### src/rtl/stack_cpu_controller.sv
// Multicycle control FSM for the 8-bit stack CPU.
// Sequences fetch/decode/execute and traps stack faults into a sticky HALT.
module stack_cpu_controller #(
  parameter int unsigned STACK_DEPTH = 8,
  parameter int unsigned DEPTH_W     = 4
) (
  input  logic               clk,
  input  logic               rst,
  input  logic [2:0]         opcode,
  input  logic [7:0]         tos,
  input  logic [DEPTH_W-1:0] depth,
  output logic               addr_src,
  output logic               mem_read,
  output logic               mem_write,
  output logic               ir_write,
  output logic               mdr_en,
  output logic               pc_write,
  output logic               pc_src,
  output logic               load_a,
  output logic               load_b,
  output logic [1:0]         alu_control,
  output logic               stack_src,
  output logic               push,
  output logic               pop,
  output logic               instr_done,
  output logic               err,
  output logic [3:0]         state
);

  localparam logic [3:0] S_IDLE     = 4'd0;
  localparam logic [3:0] S_FETCH    = 4'd1;
  localparam logic [3:0] S_DECODE   = 4'd2;
  localparam logic [3:0] S_POP_A    = 4'd3;
  localparam logic [3:0] S_POP_B    = 4'd4;
  localparam logic [3:0] S_ALU_PUSH = 4'd5;
  localparam logic [3:0] S_MEM_RD   = 4'd6;
  localparam logic [3:0] S_PUSH_MDR = 4'd7;
  localparam logic [3:0] S_POP_ST   = 4'd8;
  localparam logic [3:0] S_JUMP     = 4'd9;
  localparam logic [3:0] S_HALT     = 4'd15;

  localparam logic [2:0] OP_ADD  = 3'b000;
  localparam logic [2:0] OP_SUB  = 3'b001;
  localparam logic [2:0] OP_AND  = 3'b010;
  localparam logic [2:0] OP_NOT  = 3'b011;
  localparam logic [2:0] OP_PUSH = 3'b100;
  localparam logic [2:0] OP_POP  = 3'b101;
  localparam logic [2:0] OP_JMP  = 3'b110;
  localparam logic [2:0] OP_JZ   = 3'b111;

  typedef struct packed {
    logic       addr_src;
    logic       mem_read;
    logic       mem_write;
    logic       ir_write;
    logic       mdr_en;
    logic       pc_write;
    logic       pc_src;
    logic       load_a;
    logic       load_b;
    logic [1:0] alu_control;
    logic       stack_src;
    logic       push;
    logic       pop;
    logic       done;
  } ctrl_t;

  logic [3:0] state_q, next_state;
  ctrl_t      ctrl_q, ctrl_d;
  logic       err_q;
  logic       empty_c, jz_skip_c;

  assign empty_c   = (depth == '0);
  // Not-taken JZ retires in DECODE itself, so its done pulse depends on tos.
  assign jz_skip_c = (state_q == S_DECODE) && (opcode == OP_JZ) && !empty_c && (tos != 8'd0);

  // Next-state selection, then control decode of the state being entered
  always_comb begin
    next_state = state_q;
    ctrl_d     = '0;
    case (state_q)
      S_IDLE:   next_state = S_FETCH;
      S_FETCH:  next_state = S_DECODE;
      S_DECODE: begin
        case (opcode)
          OP_ADD, OP_SUB, OP_AND:
            next_state = (depth < DEPTH_W'(2)) ? S_HALT : S_POP_A;
          OP_NOT:  next_state = empty_c ? S_HALT : S_POP_A;
          OP_PUSH: next_state = (depth >= DEPTH_W'(STACK_DEPTH)) ? S_HALT : S_MEM_RD;
          OP_POP:  next_state = empty_c ? S_HALT : S_POP_ST;
          OP_JMP:  next_state = S_JUMP;
          OP_JZ:   next_state = empty_c ? S_HALT : ((tos == 8'd0) ? S_JUMP : S_FETCH);
          default: next_state = S_HALT;
        endcase
      end
      S_POP_A:    next_state = (opcode == OP_NOT) ? S_ALU_PUSH : S_POP_B;
      S_POP_B:    next_state = S_ALU_PUSH;
      S_ALU_PUSH: next_state = S_FETCH;
      S_MEM_RD:   next_state = S_PUSH_MDR;
      S_PUSH_MDR: next_state = S_FETCH;
      S_POP_ST:   next_state = S_FETCH;
      S_JUMP:     next_state = S_FETCH;
      S_HALT:     next_state = S_HALT;
      default:    next_state = S_HALT;
    endcase

    case (next_state)
      S_FETCH: begin
        ctrl_d.mem_read = 1'b1;
        ctrl_d.ir_write = 1'b1;
        ctrl_d.pc_write = 1'b1;
      end
      S_POP_A: begin
        ctrl_d.load_a = 1'b1;
        ctrl_d.pop    = 1'b1;
      end
      S_POP_B: begin
        ctrl_d.load_b = 1'b1;
        ctrl_d.pop    = 1'b1;
      end
      S_ALU_PUSH: begin
        ctrl_d.alu_control = opcode[1:0];
        ctrl_d.push        = 1'b1;
        ctrl_d.done        = 1'b1;
      end
      S_MEM_RD: begin
        ctrl_d.addr_src = 1'b1;
        ctrl_d.mem_read = 1'b1;
        ctrl_d.mdr_en   = 1'b1;
      end
      S_PUSH_MDR: begin
        ctrl_d.stack_src = 1'b1;
        ctrl_d.push      = 1'b1;
        ctrl_d.done      = 1'b1;
      end
      S_POP_ST: begin
        ctrl_d.addr_src  = 1'b1;
        ctrl_d.mem_write = 1'b1;
        ctrl_d.pop       = 1'b1;
        ctrl_d.done      = 1'b1;
      end
      S_JUMP: begin
        ctrl_d.pc_write = 1'b1;
        ctrl_d.pc_src   = 1'b1;
        ctrl_d.done     = 1'b1;
      end
      default: ctrl_d = '0;
    endcase
  end

  // State, registered controls and sticky fault flag
  always_ff @(posedge clk or negedge rst) begin
    if (!rst) begin
      state_q <= S_IDLE;
      ctrl_q  <= '0;
      err_q   <= 1'b0;
    end else begin
      state_q <= next_state;
      ctrl_q  <= ctrl_d;
      err_q   <= err_q | (next_state == S_HALT);
    end
  end

  assign addr_src    = ctrl_q.addr_src;
  assign mem_read    = ctrl_q.mem_read;
  assign mem_write   = ctrl_q.mem_write;
  assign ir_write    = ctrl_q.ir_write;
  assign mdr_en      = ctrl_q.mdr_en;
  assign pc_write    = ctrl_q.pc_write;
  assign pc_src      = ctrl_q.pc_src;
  assign load_a      = ctrl_q.load_a;
  assign load_b      = ctrl_q.load_b;
  assign alu_control = ctrl_q.alu_control;
  assign stack_src   = ctrl_q.stack_src;
  assign push        = ctrl_q.push;
  assign pop         = ctrl_q.pop;
  assign instr_done  = ctrl_q.done | jz_skip_c;
  assign err         = err_q;
  assign state       = state_q;

endmodule
### config.mk
export PLATFORM = sky130hd
export DESIGN_NAME = stack_cpu_controller
export DESIGN_NICKNAME = d
export VERILOG_FILES = /design/src/rtl/stack_cpu_controller.sv
export SDC_FILE = /design/constraint.sdc
export NUM_CORES = 1
export LEC_CHECK = 0
export CAP_MARGIN = 20
export CORE_ASPECT_RATIO = 1.5
export CORE_MARGIN = 4
export CORE_UTILIZATION = 35
export CTS_CLUSTER_SIZE = 8
export DETAILED_ROUTE_END_ITERATION = 8
export PLACE_DENSITY = 0.69
export RECOVER_POWER = 50
export SKIP_CTS_REPAIR_TIMING = 1
export SLEW_MARGIN = 20
export SYNTH_ARGS = -nofsm -noshare
export SYNTH_HDL_FRONTEND = slang
export SYNTH_SLANG_ARGS = --single-unit
### constraint.sdc
create_clock -name clk -period 1.7 [get_ports clk]
set_input_delay 0.17 -clock clk [delete_from_list [all_inputs] [get_ports clk]]
set_output_delay 0.17 -clock clk [all_outputs]
set_load 0.01 [all_outputs]
After elaboration in Yosys (flattened, before gate mapping)
Index checks and enable logic that the tools add are counted.
{"block": "totals", "regBits": 20, "input_bits": 17, "output_inout_bits": 20, "word_cells": 85}
{"block": "classes", "n_lt_le_gt_ge": 2, "eq_ne": 25, "muxes": 23, "n_bitwise": 2, "reduce_logical": 17}
{"cell": "case mux 4 bit (6 select lines)", "n": 2}
{"cell": "== test 4 x 3 -> 1 bit, second input constant", "n": 8}
{"cell": "== test 4 bit, second input constant", "n": 5}
{"cell": "2-to-1 mux 4 bit", "n": 5}
{"cell": "2-to-1 mux 1 bit", "n": 14}
{"cell": "== test 3 bit, second input constant", "n": 4}
{"cell": "== test 4 x 2 -> 1 bit, second input constant", "n": 3}
{"cell": "== test 4 x 1 -> 1 bit, second input constant", "n": 2}
{"cell": "logical NOT 4 bit", "n": 2}
{"cell": "logical NOT 8 bit", "n": 1}
{"cell": "nonzero test 8 bit", "n": 1}
{"cell": "OR reduction 2 bit", "n": 4}
{"cell": "== test 3 x 2 -> 1 bit, second input constant", "n": 2}
{"cell": "OR reduction 3 bit", "n": 2}
{"cell": "OR reduction 5 bit", "n": 1}
{"cell": ">= comparator 4 bit, second input constant", "n": 1}
{"cell": "< comparator 4 x 2 -> 1 bit, second input constant", "n": 1}
{"cell": "OR reduction 4 bit", "n": 1}
{"cell": "== test 3 x 1 -> 1 bit, second input constant", "n": 1}
{"cell": "logical AND 1 bit", "n": 3}
{"cell": "logical NOT 3 bit", "n": 1}
{"cell": "2-to-1 mux 3 bit", "n": 1}
{"cell": "2-to-1 mux 2 bit", "n": 1}
{"cell": "bitwise OR 1 bit", "n": 2}
{"cell": "logical NOT 1 bit", "n": 1}

Logic depth before layout (Yosys ltp)
{"block": "logic_depth", "depth_word": 8, "depth_mapped": 7}

Worst setup path after synthesis
No wires, ideal clock.
{"block": "synth_path", "path_type": "register to register", "from": "reg state_q[0] (netlist: state[0])", "to": "reg ctrl_q (netlist bit pop)", "setup_ns": 0.135, "arrival_ns": 1.733, "required_ns": 1.565, "slack_ns": -0.168, "stages_incl_launch_ff": 6, "n_path_buf": 0, "cell_sequence": "dfrtp_1 -> nand2b_1 -> or3_4 -> o41ai_4 -> nand2b_1 -> mux2i_1"}
{"item": "start: declaration", "line_no": "68", "rtl": "logic [3:0] state_q, next_state;"}
{"item": "start signal: assignment", "line_no": "158", "rtl": "state_q <= next_state;"}
{"item": "end signal: assignment", "line_no": "159", "rtl": "ctrl_q <= ctrl_d;"}
{"item": "end: declaration", "line_no": "69", "rtl": "ctrl_t ctrl_q, ctrl_d;"}

==> flow_metrics.env <==
export IMPL_outcome="finished with violations"
export IMPL_violations="negative setup slack"
export IMPL_synthArstFlopShare=1.00
export IMPL_crit_path_start_kind="register"
export IMPL_vias=888
export IMPL_p_leak_nw=0.708
export IMPL_antenna_cells=0
export IMPL_min_period_ns=1.82
export IMPL_period_share=1.07
export IMPL_final_util=0.635
export IMPL_crit_type="register to register"
export IMPL_vias_per_cell=4.83
export IMPL_htreeDepth=1
export IMPL_drt_initial_drc_count=22
export IMPL_max_freq_ghz=0.548
export IMPL_start_util=0.375
export IMPL_ir_drop_mv=0.441
export IMPL_gp_congestion=0.850
export IMPL_layout_drive_gt1_share=0.358
export IMPL_worst_pin_slew_ns=1.07
export IMPL_grtUsageTotal=0.150
export IMPL_grt_pass1_vias=958
export IMPL_nets=166
export IMPL_wirelength_um=2640
export IMPL_synth_area_leader_cell="dfrtp_1"
export IMPL_multi_input_area_um2=450
export IMPL_skew_ns=0.00937
export IMPL_ys_warnings_count=0
export IMPL_syn_to_final_growth_pct=69.2
export IMPL_worst_setup_path_end_kind="register"
export IMPL_hpwl_um=2040
export IMPL_cts_tree="built"
export IMPL_ios=37
export IMPL_tns_ns=-0.809
export IMPL_core_rowCount=22
export IMPL_cts_buffer_depth=2
export IMPL_maxCapViolations=0
export IMPL_cts_root_buf="clkbuf_4"
export IMPL_setup_viol=11
export IMPL_power_density_mw_per_mm2=500
export IMPL_drt_pass1_iter_count=4
export IMPL_yosysTopAreaCellShare=0.526
export IMPL_grt_pass1_wl_um=4260
export IMPL_slew_violations=0
export IMPL_postSynthCellCount=87
export IMPL_clk_latency_ns=0.30
export IMPL_grt_max_degree=21
export IMPL_die_width_um=50.6
export IMPL_avgRoutedWirePerCell_um=14.3
export IMPL_timing_reg2reg_setup_slack_ns=-0.12
export IMPL_netlist_area_um2=951
export IMPL_critical_path_max_fanout=6
export IMPL_syn_nets=104
export IMPL_clk_pin_slew_ns=0.11
export IMPL_synth_main_ff_cell="dfrtp_1"
export IMPL_core_area_mm2=0.00253
export IMPL_antenna_found_initial=0
export IMPL_synth_seq_cells=20
export IMPL_hold_viol_final=0
export IMPL_cts_sinks=20
export IMPL_max_slew_margin=0.289
export IMPL_crit_arrival_ns=2.01
export IMPL_synthTopCellsByArea="dfrtp_1 (53%), nor2_1 (3.2%), o41ai_4 (2.9%), nor3_1 (2.6%), buf_4 (2.4%)"
export IMPL_cts_buffers=3
export IMPL_seq_area_um2=502
export IMPL_port_buffers=36
export IMPL_rsz0062_at_grt="yes"
export IMPL_die_h_um=71.8
export IMPL_postLayoutSetupSlackWorst_ns=-0.124
export IMPL_antenna_left=0
export IMPL_synth_edff_count=0
export IMPL_hold_path_class="primary input to register"
export IMPL_syn_area_per_cell_um2=10.9
export IMPL_yosysUniqueCellTypes=37
export IMPL_drc_errors=0
export IMPL_ys_seq_area_frac=0.526
export IMPL_grt_ovfl_total=0
export IMPL_required_ns=1.88
export IMPL_fillers=224
export IMPL_die_area_mm2=0.00363
power breakdown:
group / switching, mW / total (mW) / internal [mW]
Sequential: 0 / 0.475 / 0.475
Clock: 0.136 / 0.227 / 0.0913
Combinational: 0.0454 / 0.102 / 0.0569
Total: 0.182 / 0.805 / 0.624
cell usage after synthesis, drive strengths merged (2+ instances only):
library cell / n
a21oi: 4
buf: 4
dfrtp: 20
inv: 8
mux2i: 2
nand2: 4
nand2b: 2
nand3: 3
nor2: 8
nor3: 5
nor3b: 3
nor4: 3
o21ai: 3
or3: 2
sequential cells by signal, summed over array words and instances, names as in the netlist:
register,cells
addr_src,1
alu_control,2
ctrl_q,1
err,1
ir_write,1
load_a,1
load_b,1
mdr_en,1
mem_read,1
mem_write,1
pc_src,1
pc_write,1
pop,1
push,1
stack_src,1
state,4
kinds of logic after synthesis:
| logic type | share of synthesized area |
|---|---|
| AND/OR/NAND/NOR | 0.217 |
| AO/OA/AOI/OAI | 0.162 |
| multiplexers | 0.0211 |
| flip-flops | 0.526 |
| XOR/XNOR | 0.00921 |
| buffers and inverters | 0.0645 |
worst max-delay path: stages (launching register included):
cell and delay [ns]:
dfrtp_2 0.45, nand2b_4 0.15, or3_4 0.40, o41ai_4 0.31
buf_4 0.19, nand2b_4 0.13, mux2i_1 0.07
cells in the final DEF (no fill, tap or decap), drive strengths merged, types with 2 or more instances in the layout:
cell type and n:
or3 2, nor3b 3, dlymetal6s2s 2, clkdlybuf4s50 32, nand3 3, nand2 4, mux2i 2, nor3 5
inv 8, dfrtp 20, buf 25, nor2 8, clkbuf 6, o21ai 3, nand2b 2, a21oi 4
nor4 3
layer usage:
| metal | wire, µm | track usage | share of wire |
|---|---|---|---|
| met1 | 1020 | 0.163 | 0.39 |
| met2 | 1380 | 0.273 | 0.52 |
| met3 | 164 | 0.0353 | 0.062 |
| met4 | 74 | 0.0629 | 0.028 |
| met5 | 0 | 0 | 0 |
per-stage QoR:
step                      instance area (µm²)  cells  total power, mW  setup WS (ns)  hold WS, ns
after floorplan                           990     87            0.508        -0.0141       -0.126
after global placement                   1520    177            0.581         -0.386        0.449
after detailed placement                 1520    177            0.584         -0.493        0.445
after CTS                                1550    181            0.813         -0.411        0.203
after global routing                     1610    184            0.847         -0.200        0.376
final                                    1610    184            0.805         -0.124        0.394
path summary, 6_finish.rpt:
check	from	endpoint	cells after the start
setup / recovery	state[0]$_DFF_PN0_	pop$_DFF_PN0_	6
hold / removal	opcode[0]	alu_control[0]$_DFF_PN0_	4
setup reg to reg	state[0]$_DFF_PN0_	pop$_DFF_PN0_	6
hold reg to reg	err$_DFF_PN0_	err$_DFF_PN0_	1
max in group asynchronous	rst	state[0]$_DFF_PN0_	2
min in group asynchronous	rst	pc_src$_DFF_PN0_	2
cell type report:
cell class,count,share of cell area
repair buffers,62,0.345
flip-flops and latches,20,0.312
multi-input cells,54,0.280
well taps,36,0.0280
inverters,8,0.0187
clock buffers,4,0.0163
Note: power is estimated with default switching activity, not from simulation.
